File: src/rtl/softmax_outp_writeback_pkg.sv
// Shared parameters and state type for the softmax output writeback block.
// The lane and address geometry matches the softmax core.
package softmax_outp_writeback_pkg;

  localparam int DATAWIDTH  = 16;
  localparam int NUM        = 4;
  localparam int ADDRSIZE   = 8;
  localparam int FIFO_DEPTH = 4;
  localparam int ROW_W      = DATAWIDTH * NUM;

  typedef enum logic [2:0] {
    ST_IDLE  = 3'd0,
    ST_ARMED = 3'd1,
    ST_RUN   = 3'd2,
    ST_DRAIN = 3'd3,
    ST_DONE  = 3'd4
  } wb_state_e;

endpackage

File: src/rtl/softmax_outp_writeback_fifo.sv
// Small synchronous row FIFO with a flush. It accepts a push into a full FIFO
// when a pop happens in the same cycle.
module softmax_wb_fifo #(
  parameter int WIDTH = 64,
  parameter int DEPTH = 4
) (
  input  logic             clk,
  input  logic             reset,
  input  logic             flush,
  input  logic             push,
  input  logic             pop,
  input  logic [WIDTH-1:0] wdata,
  output logic [WIDTH-1:0] rdata,
  output logic             full,
  output logic             empty
);

  localparam int PW = $clog2(DEPTH);

  logic [WIDTH-1:0] mem_q [DEPTH];
  logic [PW-1:0]    rd_ptr_q, rd_ptr_d;
  logic [PW-1:0]    wr_ptr_q, wr_ptr_d;
  logic [PW:0]      count_q, count_d;
  logic             do_push, do_pop;

  assign empty = (count_q == '0);
  assign full  = (count_q == (PW+1)'(DEPTH));
  assign rdata = mem_q[rd_ptr_q];

  always_comb begin
    do_pop   = pop && !empty;
    do_push  = push && (!full || do_pop);
    rd_ptr_d = rd_ptr_q + PW'(do_pop);
    wr_ptr_d = wr_ptr_q + PW'(do_push);
    count_d  = count_q + (PW+1)'(do_push) - (PW+1)'(do_pop);
    if (flush) begin
      rd_ptr_d = '0;
      wr_ptr_d = '0;
      count_d  = '0;
    end
  end

  always_ff @(posedge clk) begin
    if (reset) begin
      rd_ptr_q <= '0;
      wr_ptr_q <= '0;
      count_q  <= '0;
    end else begin
      rd_ptr_q <= rd_ptr_d;
      wr_ptr_q <= wr_ptr_d;
      count_q  <= count_d;
    end
  end

  // Storage needs no reset: count_q gates every read that matters.
  always_ff @(posedge clk) begin
    if (do_push && !flush) mem_q[wr_ptr_q] <= wdata;
  end

endmodule

File: src/rtl/softmax_outp_writeback.sv
// Captures softmax result rows, buffers them and writes them to output memory
// at consecutive addresses through a grant-arbitrated port.
module softmax_outp_writeback
  import softmax_outp_writeback_pkg::*;
(
  input  logic                   clk,
  input  logic                   reset,
  input  logic                   init,
  input  logic [ADDRSIZE-1:0]    dst_start_addr,
  input  logic                   sm_done,
  input  logic [ROW_W-1:0]       sm_outp,
  input  logic                   wr_gnt,
  output logic                   wr_en,
  output logic [ADDRSIZE-1:0]    wr_addr,
  output logic [ROW_W-1:0]       wr_data,
  output logic [ADDRSIZE:0]      rows_written,
  output logic                   wb_done,
  output logic                   overflow,
  output logic                   addr_wrap
);

  wb_state_e            state_q, state_d;
  logic                 wr_en_q, wr_en_d;
  logic [ADDRSIZE-1:0]  wr_addr_q, wr_addr_d;
  logic [ROW_W-1:0]     wr_data_q, wr_data_d;
  logic [ADDRSIZE-1:0]  next_addr_q, next_addr_d;
  logic [ADDRSIZE:0]    rows_q, rows_d;
  logic                 wb_done_q, wb_done_d;
  logic                 overflow_q, overflow_d;
  logic                 addr_wrap_q, addr_wrap_d;

  logic                 fifo_push, pop_fire, fifo_full, fifo_empty;
  logic [ROW_W-1:0]     fifo_rdata;

  // init flushes the FIFO and suppresses any pop in the same cycle.
  assign fifo_push = sm_done && !init && (state_q == ST_ARMED || state_q == ST_RUN);
  assign pop_fire  = !fifo_empty && wr_gnt && !init;

  softmax_wb_fifo #(
    .WIDTH (ROW_W),
    .DEPTH (FIFO_DEPTH)
  ) u_fifo (
    .clk   (clk),
    .reset (reset),
    .flush (init),
    .push  (fifo_push),
    .pop   (wr_gnt && !init),
    .wdata (sm_outp),
    .rdata (fifo_rdata),
    .full  (fifo_full),
    .empty (fifo_empty)
  );

  always_comb begin
    state_d     = state_q;
    wr_en_d     = pop_fire;
    wr_addr_d   = wr_addr_q;
    wr_data_d   = wr_data_q;
    next_addr_d = next_addr_q;
    rows_d      = rows_q;
    overflow_d  = overflow_q;
    addr_wrap_d = addr_wrap_q;

    if (pop_fire) begin
      wr_addr_d   = next_addr_q;
      wr_data_d   = fifo_rdata;
      next_addr_d = next_addr_q + ADDRSIZE'(1);
      if (next_addr_q == '1) addr_wrap_d = 1'b1;
      if (rows_q != '1) rows_d = rows_q + (ADDRSIZE+1)'(1);
    end

    if (fifo_push && fifo_full && !pop_fire) overflow_d = 1'b1;

    case (state_q)
      ST_ARMED: if (sm_done) state_d = ST_RUN;
      ST_RUN:   if (!sm_done) state_d = ST_DRAIN;
      ST_DRAIN: if (fifo_empty && !pop_fire) state_d = ST_DONE;
      ST_DONE:  state_d = ST_IDLE;
      default:  state_d = state_q;
    endcase

    if (init) begin
      state_d     = ST_ARMED;
      next_addr_d = dst_start_addr;
      rows_d      = '0;
      overflow_d  = 1'b0;
      addr_wrap_d = 1'b0;
    end

    // Registered so the pulse lines up with the cycle spent in DONE.
    wb_done_d = (state_d == ST_DONE);
  end

  always_ff @(posedge clk) begin
    if (reset) begin
      state_q     <= ST_IDLE;
      wr_en_q     <= 1'b0;
      wr_addr_q   <= '0;
      wr_data_q   <= '0;
      next_addr_q <= '0;
      rows_q      <= '0;
      wb_done_q   <= 1'b0;
      overflow_q  <= 1'b0;
      addr_wrap_q <= 1'b0;
    end else begin
      state_q     <= state_d;
      wr_en_q     <= wr_en_d;
      wr_addr_q   <= wr_addr_d;
      wr_data_q   <= wr_data_d;
      next_addr_q <= next_addr_d;
      rows_q      <= rows_d;
      wb_done_q   <= wb_done_d;
      overflow_q  <= overflow_d;
      addr_wrap_q <= addr_wrap_d;
    end
  end

  assign wr_en        = wr_en_q;
  assign wr_addr      = wr_addr_q;
  assign wr_data      = wr_data_q;
  assign rows_written = rows_q;
  assign wb_done      = wb_done_q;
  assign overflow     = overflow_q;
  assign addr_wrap    = addr_wrap_q;

endmodule
File: config.mk
export PLATFORM = sky130hd
export DESIGN_NAME = softmax_outp_writeback
export DESIGN_NICKNAME = d
export VERILOG_FILES = /design/src/rtl/softmax_outp_writeback_pkg.sv /design/src/rtl/softmax_outp_writeback_fifo.sv /design/src/rtl/softmax_outp_writeback.sv
export SDC_FILE = /design/constraint.sdc
export NUM_CORES = 1
export LEC_CHECK = 0
export CAP_MARGIN = 0
export CELL_PAD_IN_SITES_DETAIL_PLACEMENT = 0
export CELL_PAD_IN_SITES_GLOBAL_PLACEMENT = 1
export CORE_ASPECT_RATIO = 1.2
export CORE_MARGIN = 1
export CORE_UTILIZATION = 38
export DETAILED_ROUTE_END_ITERATION = 10
export PLACE_DENSITY_LB_ADDON = 0.12
export SKIP_LAST_GASP = 1
export SYNTH_ARGS = -nofsm -noshare
export SYNTH_HDL_FRONTEND = slang
export SYNTH_HIERARCHICAL = 1
export SYNTH_SLANG_ARGS = --single-unit
export TNS_END_PERCENT = 5
File: constraint.sdc
create_clock -name clk -period 24.2 [get_ports clk]
set_clock_uncertainty 0.15 [all_clocks]
set_input_delay 4.84 -clock clk [delete_from_list [all_inputs] [get_ports clk]]
set_output_delay 4.84 -clock clk [all_outputs]
set_load 0.02 [all_outputs]
==> flow_metrics.py, run 1 <==
metrics = {
    "yosys": {
        "synth_edf_count": 256,
        "post_synth_xor_area_fraction_pct": 0.636,
        "synth_top_family_by_area": "multiplexers",
        "yosys.area_share.simple_pct": 7.65,
        "synth_mux_area_share_pct": 10.9,
        "yosysWarnings": 6,
        "synth_top_cell_area_share_pct": 57.5,
        "synth_area_leaders": "edfxtp_1 (57%), dfxtp_1 (15%), mux4_2 (10%), nand2_1 (4.3%), a21oi_1 (3.1%)",
        "ys_ff_latch": 359,
        "ys.flop_type": "edfxtp_1",
        "syn_avg_cell_area_um2": 16.1,
        "syn_area_um2": 13400,
        "synth.net_count": 913,
        "synth_compound_area_share_pct": 4.72,
        "synth_cell_types": 53,
        "synth_top_cell_by_area": "edfxtp_1",
        "synth_cells": 829,
        "synth_fa_ha_area_share_pct": 0.711,
        "synth_async_sr_flop_share_pct": 0,
        "synth_seq_area_share_pct": 72.9,
    },
    "flow_run": {
        "max_cap_viol_count": 0,
    },
    "setup_path": {
        "required_ns": 24.18,
        "crit_fanout": 64,
        "reg2regPathDepth": 5,
        "critPathKind": "in2reg",
        "end_kind": "register",
        "cp.arrival_ns": 7.79,
        "worstSetupStartpointType": "primary input",
    },
    "pwr": {
        "p_leak_nw": 5.11,
        "peakVddDrop_uv": 50.0,
        "cellPowerDensity_nw_per_um2": 75.2,
    },
    "drt": {
        "vias_per_cell": 5.04,
        "routed.top_layer": "met4",
        "met2WireLength_um": 14400,
        "drt-pass1-iter-count": 4,
        "num_vias": 7456,
        "postRouteAntennaNets": 0,
        "drt-total-wl_um": 28600,
        "routedLengthMet1_um": 12300,
        "drc": 0,
        "drt_iter0_drc": 393,
        "met3_length_um": 1330,
        "wl_per_cell_um": 19.3,
    },
    "final_layout": {
        "antenna_cells": 0,
        "fin_nets": 1078,
        "final_area_um2": 16500,
        "multi_input_area_um2": 3320,
        "syn_to_final_growth_pct": 23.6,
        "fill_cells": 2978,
        "drive_above_1_share_pct": 13.0,
        "final_util_pct": 48.1,
        "seq_area_um2": 9760,
    },
    "status": {
        "status": "completed",
    },
    "sta": {
        "rsz0062_at_grt": "no",
        "setup_tns_ns": 0,
        "hold_viol": 0,
        "fmax_ghz": 0.128,
        "drv_slew": 0,
        "min_period_over_period_pct": 32.3,
        "min_period_ns": 7.81,
        "timing.slew.headroom_pct": 29.5,
        "final-setup-viol-count": 0,
        "worst_pin_slew_ns": 1.06,
        "setup_ws_ns": 16.39,
    },
    "clock_tree": {
        "post_cts_buffers": 0,
        "clockBufferDepth": 3,
        "cts_buffers": 38,
        "clk_pin_slew_ns": 0.06,
        "root_buffer": "clkbuf_16",
        "cts.sinks": 359,
        "worstSkewPairLatency_ns": 0.52,
        "hold_buffers": 0,
        "htree_levels": 2,
        "cts_tree": "yes",
        "post_cts_resize_count": 0,
    },
    "grt": {
        "grt_usage_pct": 16.4,
        "grt_remaining_overflow": 0,
        "grt_max_degree": 87,
        "grt_pass1_wl_um": 45400,
        "grt_pass1_vias": 7807,
        "antenna_found_initial": 0,
    },
    "floorplan": {
        "start_util_pct": 38.9,
        "core_um2": 34400,
        "dieArea_um2": 36000,
        "die_y_um": 208,
        "rows": 74,
        "io_pins": 162,
        "die_width_um": 173,
    },
    "place": {
        "place_ws_ns": 15.79,
        "dpl-instance-area_um2": 15400,
        "port_buffers": 161,
        "dp_hpwl_um": 16600,
        "gp_congestion": 0.740,
    },
    "hold_path": {
        "hold_depth": 2,
        "hold_path.class": "reg2reg",
    },
}
## per-stage QoR
| stage | instances | power [W] | hold slack (ns) |
|---|---|---|---|
| 2_1_floorplan | 829 | 0.000687 | 0.303 |
| 3_3_place_gp | 1410 | 0.000708 | 0.292 |
| 3_5_place_dp | 1410 | 0.000708 | 0.298 |
| 4_1_cts | 1479 | 0.00126 | 0.307 |
| 5_1_grt | 1479 | 0.00129 | 0.321 |
| 6_report | 1479 | 0.00124 | 0.303 |
## worst paths after layout
path / start / end / slack (ns)
setup / recovery: init / u_fifo/mem_q[2][57] / 16.39
hold / removal: wr_data[53] / wr_data[53] / 0.30
setup reg to reg: state_q[0] / u_fifo/mem_q[2][57] / 21.47
hold reg to reg: wr_data[53] / wr_data[53] / 0.30
## per-layer routing
metal / vias to the layer above / track usage, %
met5: - / 0
met4: 0 / 4.94
met3: 41 / 3.35
met2: 170 / 27.8
met1: 3774 / 21.0
li1: 3471 / -
## layout make-up
class / instances / area share (%)
clock buffer: 57 / 6.37
clock inverter: 12 / 0.658
inverter: 7 / 0.159
multi-input combinational: 416 / 20.1
sequential: 359 / 59.0
tap: 456 / 3.45
timing repair buffer: 172 / 10.2
## cell usage after synthesis, types with 5 or more instances
| cell type | count |
|---|---|
| edfxtp_1 | 256 |
| nand2_1 | 154 |
| dfxtp_1 | 103 |
| a21oi_1 | 83 |
| mux4_2 | 60 |
| clkbuf_1 | 22 |
| buf_2 | 17 |
| nor2_1 | 15 |
| inv_1 | 7 |
| nor2b_1 | 7 |
| o21ai_0 | 7 |
| and2_1 | 6 |
| buf_12 | 6 |
| ha_1 | 6 |
| nor3_1 | 5 |
| or3_1 | 5 |
| xnor2_1 | 5 |
## state kept, by name (all words and copies together) (netlist names)
| name | flops |
|---|---|
| wr_en | 1 |
| u_fifo/count_q | 3 |
| state_q | 3 |
| wr_data | 64 |
| u_fifo/mem_q | 256 |
| wr_addr | 8 |
| wb_done | 1 |
| u_fifo/rd_ptr_q | 2 |
| next_addr_q | 8 |
| rows_written | 9 |
| addr_wrap | 1 |
| overflow | 1 |
| u_fifo/wr_ptr_q | 2 |
## kinds of logic (layout without fill, tap and decap cells)
kind of cell / after synthesis / count (layout)
flops: 359 / 359
simple gates: 225 / 225
compound gates: 112 / 112
buf+inv: 54 / 248
fa+ha+maj: 7 / 7
mux: 64 / 64
xor+xnor: 8 / 8
## cells in the final DEF, fill, tap and decap left out, types with 3 or more instances in the layout
cell	n
edfxtp_1	256
clkdlybuf4s50_1	160
nand2_1	154
dfxtp_1	101
a21oi_1	83
mux4_2	60
clkbuf_16	39
clkbuf_1	17
nor2_1	15
buf_4	12
nor2b_1	7
inv_1	7
o21ai_0	7
and2_1	6
ha_1	6
or3_1	5
xnor2_1	5
nor3_1	5
clkinv_2	5
nand3_1	4
a311oi_1	4
o31ai_1	4
or4_1	4
clkinv_1	4
mux4_1	4
nor4b_2	3
## where the power goes
group / switching [W] / internal, W
Combinational: 0.0000157 / 0.0000158
Clock: 0.000226 / 0.000323
Sequential: 0.00000236 / 0.000661
## worst max-delay path: stages
cell and delay (ns):
clkdlybuf4s50_1 0.82, inv_1 0.58, and3_1 0.38, nand2_1 0.13, nor4_2 0.15, buf_4 0.82
Note: power is estimated with default switching activity, not from simulation.
==> run 2, diff against run 1 <==
==> constraint.sdc (replaced) <==
create_clock -name clk -period 7.2 [get_ports clk]
set_clock_uncertainty 0.15 [all_clocks]
set_input_delay 1.44 -clock clk [delete_from_list [all_inputs] [get_ports clk]]
set_output_delay 1.44 -clock clk [all_outputs]
set_load 0.02 [all_outputs]
==> run 2 against run 1 <==
Effect of this change:
- sequential power grew to 3.4 times the previous value
- largest power group unchanged
- critical path type unchanged
- first-iteration DRC count is 5.1% lower
- final cell count is 0.14% lower
- die area stayed put
==> flow_metrics.py, run 2 (synthesis results as in run 1) <==
metrics = {
    "setup_path": {
        "reg2regPathDepth": 5,
        "required_ns": 7.18,
        "cp.arrival_ns": 4.54,
        "slowest_stage": "clkdlybuf4s50_1",
        "end_kind": "register",
        "crit_fanout": 64,
        "critPathBufInv": 3,
        "worstSetupStartpointType": "primary input",
        "worstPathCellList": "clkdlybuf4s50_1 -> inv_1 -> and3_1 -> nand2_1 -> nor4_2 -> buf_4",
        "path_delay_family": "buffers and inverters",
        "path_depth": 6,
        "critPathMaxStageDelay_ns": 0.88,
        "critPathKind": "in2reg",
    },
    "sta": {
        "worst_pin_slew_ns": 1.04,
        "final-setup-viol-count": 0,
        "min_period_ns": 4.56,
        "timing.hold.ws_ns": 0.301,
        "hold_viol": 0,
        "fmax_ghz": 0.219,
        "timing.slew.headroom_pct": 31.0,
        "min_period_over_period_pct": 63.3,
        "drv_slew": 0,
        "rsz0062_at_grt": "no",
        "setup_ws_ns": 2.64,
    },
    "floorplan": {
        "die_width_um": 173,
        "rows": 74,
        "io_pins": 162,
        "die_y_um": 208,
        "dieArea_um2": 36000,
        "core_um2": 34400,
        "start_util_pct": 38.9,
    },
    "clock_tree": {
        "clockBufferDepth": 3,
        "post_cts_buffers": 0,
        "clk_pin_slew_ns": 0.06,
        "worstSkewPairLatency_ns": 0.52,
        "post_cts_resize_count": 0,
        "cts.sinks": 359,
        "root_buffer": "clkbuf_16",
        "hold_buffers": 0,
        "htree_levels": 2,
        "cts_tree": "yes",
        "cts_buffers": 37,
    },
    "final_layout": {
        "top_register": "u_fifo/mem_q",
        "drive_above_1_share_pct": 13.3,
        "final_area_um2": 16600,
        "syn_to_final_growth_pct": 23.9,
        "fin_nets": 1077,
        "final_cell_mix": "edfxtp_1 (256), clkdlybuf4s50_1 (160), nand2_1 (154)",
        "layout_commonest_cell": "edfxtp_1",
        "largest_register_ff_count": 256,
    },
    "drt": {
        "vias_per_cell": 5.03,
        "drt-pass1-iter-count": 5,
        "wl_per_cell_um": 19.2,
        "postRouteAntennaNets": 0,
        "drt-total-wl_um": 28400,
        "drt_iter0_drc": 373,
        "num_vias": 7427,
        "drc": 0,
    },
    "place": {
        "port_buffers": 161,
        "gp_congestion": 0.748,
        "dp_hpwl_um": 16800,
        "place_ws_ns": 2.08,
        "dpl-instance-area_um2": 15400,
    },
    "grt": {
        "met2_usage_pct": 27.1,
        "grt_usage_pct": 16.1,
        "grt_remaining_overflow": 0,
        "globalRoute.busiestLayer": "met2",
        "grt_pass1_wl_um": 44500,
        "grt_max_degree": 87,
        "use_met1_pct": 20.7,
        "grt_util_met3_pct": 3.33,
        "antenna_found_initial": 2,
        "grt_pass1_vias": 7573,
    },
    "status": {
        "status": "completed",
    },
    "pwr": {
        "combPwrFrac_pct": 2.5,
        "cellPowerDensity_nw_per_um2": 254,
        "switchingPower_w": 0.000815,
        "power.internal_w": 0.00339,
        "switching_share_pct": 19.4,
        "p_clk_share_pct": 44.4,
        "p_leak_nw": 5.13,
        "peakVddDrop_uv": 144,
        "power_frac_seq_pct": 53.0,
    },
    "hold_path": {
        "hold_path.class": "reg2reg",
        "hold_depth": 2,
    },
    "flow_run": {
        "max_cap_viol_count": 0,
    },
}
-- run 2: cell types whose count changed in the layout (fill, tap and decap cells not counted), sizes merged --
cell      change
diode         +1
clkbuf       -10
clkinvlp      +1
clkinv        +5
bufinv        +1
-- run 2: metal layers --
metal / routed length (µm) / vias up
met5: 13 / -
met4: 656 / 2
met3: 1290 / 50
met2: 14000 / 178
met1: 12400 / 3716
li1: - / 3481
-- run 2: cell type report --
cell class              instances  area (µm²)
flip-flops and latches        359        9760
inverters                       7        26.3
fillers                      2972       17800
diodes                          1        2.50
clock inverters                19         165
repair buffers                172        1690
clock buffers                  47        1030
well taps                     456         571
multi-input cells             416        3330
-- run 2: worst reg2reg max path, stage by stage, from the launching register on --
cell     delay, ns
dfxtp_1       0.46
xor2_1        0.21
and3_1        0.33
nand2_1       0.17
nor4_2        0.16
buf_4         0.83
-- run 2: power groups by stage --
stage	sequential [W]	clock [W]	combinational (W)
after floorplan	0.00227	0	0.0000344
after global placement	0.00227	0	0.000108
after detailed placement	0.00227	0	0.000109
after CTS	0.00223	0.00192	0.000109
after global routing	0.00223	0.00200	0.000117
final	0.00223	0.00187	0.000107
-- run 2: worst paths after layout --
| check | to | slack, ns | from |
|---|---|---|---|
| max reg2reg | u_fifo/mem_q[2][34] | 4.48 | state_q[0] |
| max | u_fifo/mem_q[2][34] | 2.64 | init |
| min | wr_data[1] | 0.30 | wr_data[1] |
| min reg2reg | wr_data[1] | 0.30 | wr_data[1] |
-- run 2: through the flow --
step	total power, W	utilization (%)	instances	setup TNS (ns)
global route	0.00435	48.2	1477	0
global placement	0.00238	44.8	1410	0
CTS	0.00426	48.2	1476	0
finish	0.00420	48.2	1477	0
floorplan	0.00231	-	829	-435.91
detailed placement	0.00238	44.8	1410	0
==> run 3, diff against run 2 <==
==> constraint.sdc (replaced) <==
create_clock -name clk -period 4.1 [get_ports clk]
set_clock_uncertainty 0.15 [all_clocks]
set_input_delay 0.82 -clock clk [delete_from_list [all_inputs] [get_ports clk]]
set_output_delay 0.82 -clock clk [all_outputs]
set_load 0.02 [all_outputs]
==> run 3 against run 2 <==
Effect of this change:
- first-iteration DRC count down 6.2%
- clock power up 85%
- register-to-register slack worse by 2.9 ns
- critical path depth up 3
- largest power group unchanged
==> flow_metrics.py, run 3 (synthesis results as in run 1) <==
metrics = {
    "status": {
        "status": "completed",
    },
    "drt": {
        "postRouteAntennaNets": 0,
        "num_vias": 7477,
        "drc": 0,
        "drt_iter0_drc": 350,
        "drt-total-wl_um": 29500,
        "vias_per_cell": 5.01,
        "drt-pass1-iter-count": 4,
        "wl_per_cell_um": 19.8,
    },
    "setup_path": {
        "path_delay_family": "buffers and inverters",
        "required_ns": 4.40,
        "path_depth": 9,
        "reg2regPathDepth": 8,
        "startpoint": "init",
        "worstPathCellList": "clkdlybuf4s50_1 -> inv_8 -> and3_4 -> xor2_1 -> o311a_1 -> ha_1 -> fa_1 -> xor3_1 -> nor3_1",
        "crit_fanout": 16,
        "end_kind": "register",
        "worstSetupStartpointType": "primary input",
        "rrSetupSlack_ns": 1.60,
        "r2r_end": "u_fifo/count_q[2]",
        "critPathKind": "in2reg",
        "slowest_stage": "clkdlybuf4s50_1",
        "critPathMaxStageDelay_ns": 0.71,
        "endpoint": "u_fifo/count_q[2]",
        "critPathBufInv": 2,
        "reg2reg_from": "state_q[0]",
        "cp.arrival_ns": 3.18,
    },
    "flow_run": {
        "max_cap_viol_count": 0,
    },
    "final_layout": {
        "final_util_pct": 49.1,
        "drive_above_1_share_pct": 15.1,
        "syn_to_final_growth_pct": 26.0,
        "top_register": "u_fifo/mem_q",
        "final_cell_mix": "edfxtp_1 (256), clkdlybuf4s50_1 (160), nand2_1 (153)",
        "layout_commonest_cell": "edfxtp_1",
        "fin_nets": 1090,
        "stdcell_count": 1493,
        "antenna_cells": 0,
        "largest_register_ff_count": 256,
        "final_area_um2": 16900,
    },
    "grt": {
        "grt_pass1_wl_um": 46100,
        "grt_pass1_vias": 7799,
        "grt_remaining_overflow": 0,
        "grt_usage_pct": 16.8,
        "antenna_found_initial": 1,
        "grt_max_degree": 51,
    },
    "place": {
        "dpl-instance-area_um2": 15600,
        "port_buffers": 161,
        "dp_hpwl_um": 17900,
        "dpl.cell_count": 1421,
        "gp_congestion": 0.727,
    },
    "sta": {
        "setup_tns_ns": 0,
        "timing.slew.headroom_pct": 47.3,
        "min_period_ns": 2.88,
        "timing.hold.ws_ns": 0.301,
        "worst_pin_slew_ns": 0.791,
        "final-setup-viol-count": 0,
        "hold_viol": 0,
        "drv_slew": 0,
        "min_period_over_period_pct": 70.2,
        "fmax_ghz": 0.347,
        "rsz0062_at_grt": "no",
    },
    "floorplan": {
        "start_util_pct": 38.9,
        "core_um2": 34400,
        "rows": 74,
        "die_width_um": 173,
        "io_pins": 162,
        "dieArea_um2": 36000,
        "die_y_um": 208,
    },
    "clock_tree": {
        "cts.sinks": 359,
        "post_cts_buffers": 0,
        "clk_pin_slew_ns": 0.05,
        "post_cts_resize_count": 0,
        "root_buffer": "clkbuf_16",
        "cts_buffers": 39,
        "worstSkewPairLatency_ns": 0.53,
        "hold_buffers": 0,
        "clockBufferDepth": 3,
        "cts_tree": "yes",
        "htree_levels": 2,
    },
    "hold_path": {
        "hold_path.class": "reg2reg",
    },
    "pwr": {
        "cellPowerDensity_nw_per_um2": 449,
        "peakVddDrop_uv": 276,
        "p_leak_nw": 5.26,
    },
}
## run 3: changes by cell type in the layout (fill, tap and decap cells not counted), sizes merged
cell      before  now
clkinv        14   16
clkinvlp       1    0
diode          1    0
clkbuf        47   52
buf           12   23
## run 3: worst register-to-register path: stages, from the launching register on
cell and delay (ns):
dfxtp_1 0.45, xor2_1 0.26, and3_4 0.29, xor2_1 0.08
o311a_1 0.30, ha_1 0.19, fa_1 0.37, xor3_1 0.19
nor3_1 0.13
## run 3: worst min path at each step
stage	cells past startpoint	end	startpoint	slack [ns]
4_1_cts	2	wr_data[53]	wr_data[53]	0.31
6_report	2	wr_data[2]	wr_data[2]	0.30
3_5_place_dp	2	wr_data[53]	wr_data[53]	0.30
2_1_floorplan	2	wr_addr[7]	next_addr_q[7]	0.30
5_1_grt	2	wr_data[38]	wr_data[38]	0.32
3_3_place_gp	2	wr_data[61]	wr_data[61]	0.29
## run 3: where the power goes
group / switching, W / internal, W / total, W
Clock: 0.00139 / 0.00207 / 0.00346
Combinational: 0.0000952 / 0.0000977 / 0.000193
Sequential: 0.0000147 / 0.00390 / 0.00391
Total: 0.00150 / 0.00607 / 0.00757
## run 3: layout make-up
class | count | area [µm²]
flip-flops and latches | 359 | 9760
inverters | 7 | 33.8
repair buffers | 183 | 1840
clock inverters | 20 | 184
clock buffers | 52 | 1100
multi-input cells | 416 | 3380
well taps | 456 | 571
fillers | 3004 | 17500
## run 3: metrics by stage
stage | worst slack (ns) | power [W]
2_1_floorplan | -0.109 | 0.00406
3_3_place_gp | 0.704 | 0.00418
3_5_place_dp | 0.701 | 0.00419
4_1_cts | 1.26 | 0.00768
5_1_grt | 1.14 | 0.00783
6_report | 1.22 | 0.00757
## run 3: layer usage
| metal | GRT usage [%] | vias up | wire [µm] |
|---|---|---|---|
| met5 | 0 | - | 17 |
| met4 | 4.85 | 2 | 538 |
| met3 | 3.57 | 47 | 1540 |
| met2 | 29.2 | 171 | 15100 |
| met1 | 20.9 | 3757 | 12300 |
| li1 | - | 3500 | - |
==> patch (config.mk and constraints of run 3) <==
The package constant `NUM` goes from 4 to 3.
--- a/src/rtl/softmax_outp_writeback_pkg.sv
+++ b/src/rtl/softmax_outp_writeback_pkg.sv
@@ -4,5 +4,5 @@
 
   localparam int DATAWIDTH  = 16;
-  localparam int NUM        = 4;
+  localparam int NUM        = 3;
   localparam int ADDRSIZE   = 8;
   localparam int FIFO_DEPTH = 4;
Ports: changed (resized sm_outp and wr_data); port bits go from 162 to 130. The function was not compared with the original's and may differ.
==> patch against run 3 <==
- the run now ends with DRC left
- register-to-register slack worse by 0.11 ns
- worst setup slack got worse by 0.028 ns
- design area is 22% lower
- utilization decreased by 0.42 points
- sequential cell count is 80 lower
- synthesized area decreased by 22%
- non-clock buffer count fell by 41
- combinational power decreased by 19%
- critical path type unchanged
- first-iteration DRC count shrank 19%
- highest routed layer is now met4
- wire length shrank 27%
- power is 22% lower
==> patch: results (changes against run 3) <==
hpwl dp: 13,200 um (was 17,900 um)
first-pass GRT wire length: 33,800 um (was 46,100 um)
post-synthesis sequential area ratio: 71.9% (was 72.9%)
H-tree Lvls: 1 (was 2)
Compound-Gate Fraction of Synth Area: 5.29% (was 4.72%)
clock root buffer: clkbuf_16 (unchanged)
Most flops, register: u_fifo/mem_q (unchanged)
Yosys warning total: 6 (unchanged)
# DRC: 1 (was 0)
pin count of the biggest net entering global routing: 57 (was 51)
failing checks: DRC
crit-path max FO: 7 (was 16)
adder-cell share of the synthesized area: 0.911% (was 0.711%)
initial DRC count: 282 (was 350)
Synth Area in XOR/XNOR: 0.815% (was 0.636%)
Vias/cell: 5.16 (was 5.01)
initial antenna violation count: 0 (was 1)
vias in the first global route: 6,155 (was 7,799)
relative slew slack: 30.6% (was 47.3%)
Power Clock: 0.00270 W (was 0.00346 W)
P_comb: 0.000156 W (was 0.000193 W)
Leak Pwr: 4.11 nW (was 5.26 nW)
worst path arrival time: 3.20 ns (was 3.18 ns)
most area-consuming cells after synthesis: edfxtp_1 55%, dfxtp_1 17%, mux4_2 10% (was edfxtp_1 57%, dfxtp_1 15%, mux4_2 10%)
max FFs per register: 192 (was 256)
Layout fillers: 2,378 (was 3,004)
cts bufs inserted: 28 (was 39)
total track usage: 15.5% (was 16.8%)
Crit path largest cell delay: 0.49 ns (was 0.71 ns)
GPL Wtd Cong: 0.744 (was 0.727)
Net Sw Frac: 19.4% (was 19.8%)
worst hold path stage count: 2 (unchanged)
Worst R2R Setup Slack: 1.49 ns (was 1.60 ns)
port buffer count: 129 (was 161)
Post-synth EDFFs: 192 (was 256)
diodes inserted: 0 (unchanged)
Logic pwr share: 2.7% (was 2.5%)
cell family with most CP delay: simple AND/OR/NAND/NOR gates (was buffers and inverters)
Post-synth top cells: 192 x edfxtp_1, 122 x nand2_1, 87 x dfxtp_1 (was 256 x edfxtp_1, 154 x nand2_1, 103 x dfxtp_1)
worst vdd ir: 0.245 mV (was 0.276 mV)
Yosys cell types: 52 (was 53)
clock latency on the worst-skew pair: 0.53 ns (about the same)
outcome: finished, violations left (was complete, no violations)
post-synthesis mux area share: 10.4% (was 10.9%)
crit path from: sm_done (was init)
WL final: 21,700 um (was 29,500 um)
Primary FF master, synth: edfxtp_1 (unchanged)
fraction of layout cells with a size suffix above 1: 14.8% (was 15.1%)
nets@finish: 878 (was 1,090)
-- patch: stage by stage --
step                setup WS [ns]  utilization, %  std cells  hold slack [ns]  area, sq um
global route                 1.17            48.7       1172            0.317        13200
detailed placement          0.708            45.0       1120            0.298        12200
CTS                          1.26            48.7       1172            0.307        13200
floorplan                   -1.01               -        675            0.303        10500
finish                       1.19            48.7       1172            0.303        13200
global placement            0.807            45.0       1120            0.293        12200
-- patch: how the worst min path moves through the flow --
stage	startpoint	end	slack, ns
6_report	wr_data[30]	wr_data[30]	0.30
5_1_grt	wr_data[45]	wr_data[45]	0.32
4_1_cts	wr_data[30]	wr_data[30]	0.31
3_5_place_dp	wr_data[30]	wr_data[30]	0.30
3_3_place_gp	wr_data[32]	wr_data[32]	0.29
2_1_floorplan	next_addr_q[7]	wr_addr[7]	0.30
-- patch: cells by family after synthesis --
family | count (synthesis)
flops | 279
xor+xnor | 8
simple gates | 193
compound gates | 96
fa+ha+maj | 7
mux | 48
buf+inv | 44
-- patch: final cells by class --
type,instances,area (sq um),area share [%]
timing repair buffer,142,1430,10.9
inverter,7,26.3,0.199
multi-input combinational,352,2780,21.1
clock buffer,31,754,5.72
sequential,279,7510,57.0
tap,340,425,3.23
clock inverter,21,245,1.86
-- patch: routing by layer --
| metal | global-route usage [%] | up-vias | routed length (um) |
|---|---|---|---|
| li1 | - | 2826 | - |
| met4 | 3.84 | 0 | 338 |
| met3 | 2.71 | 31 | 983 |
| met1 | 19.4 | 3056 | 9410 |
| met2 | 27.9 | 138 | 11000 |
| met5 | 0 | - | 0 |
-- patch: worst register-to-register path: stages (launching register included) --
cell,delay (ns)
dfxtp_1,0.45
xor2_1,0.22
and3_1,0.34
xor2_1,0.11
o311a_1,0.31
ha_1,0.21
fa_1,0.39
xor3_1,0.20
nor3_1,0.16
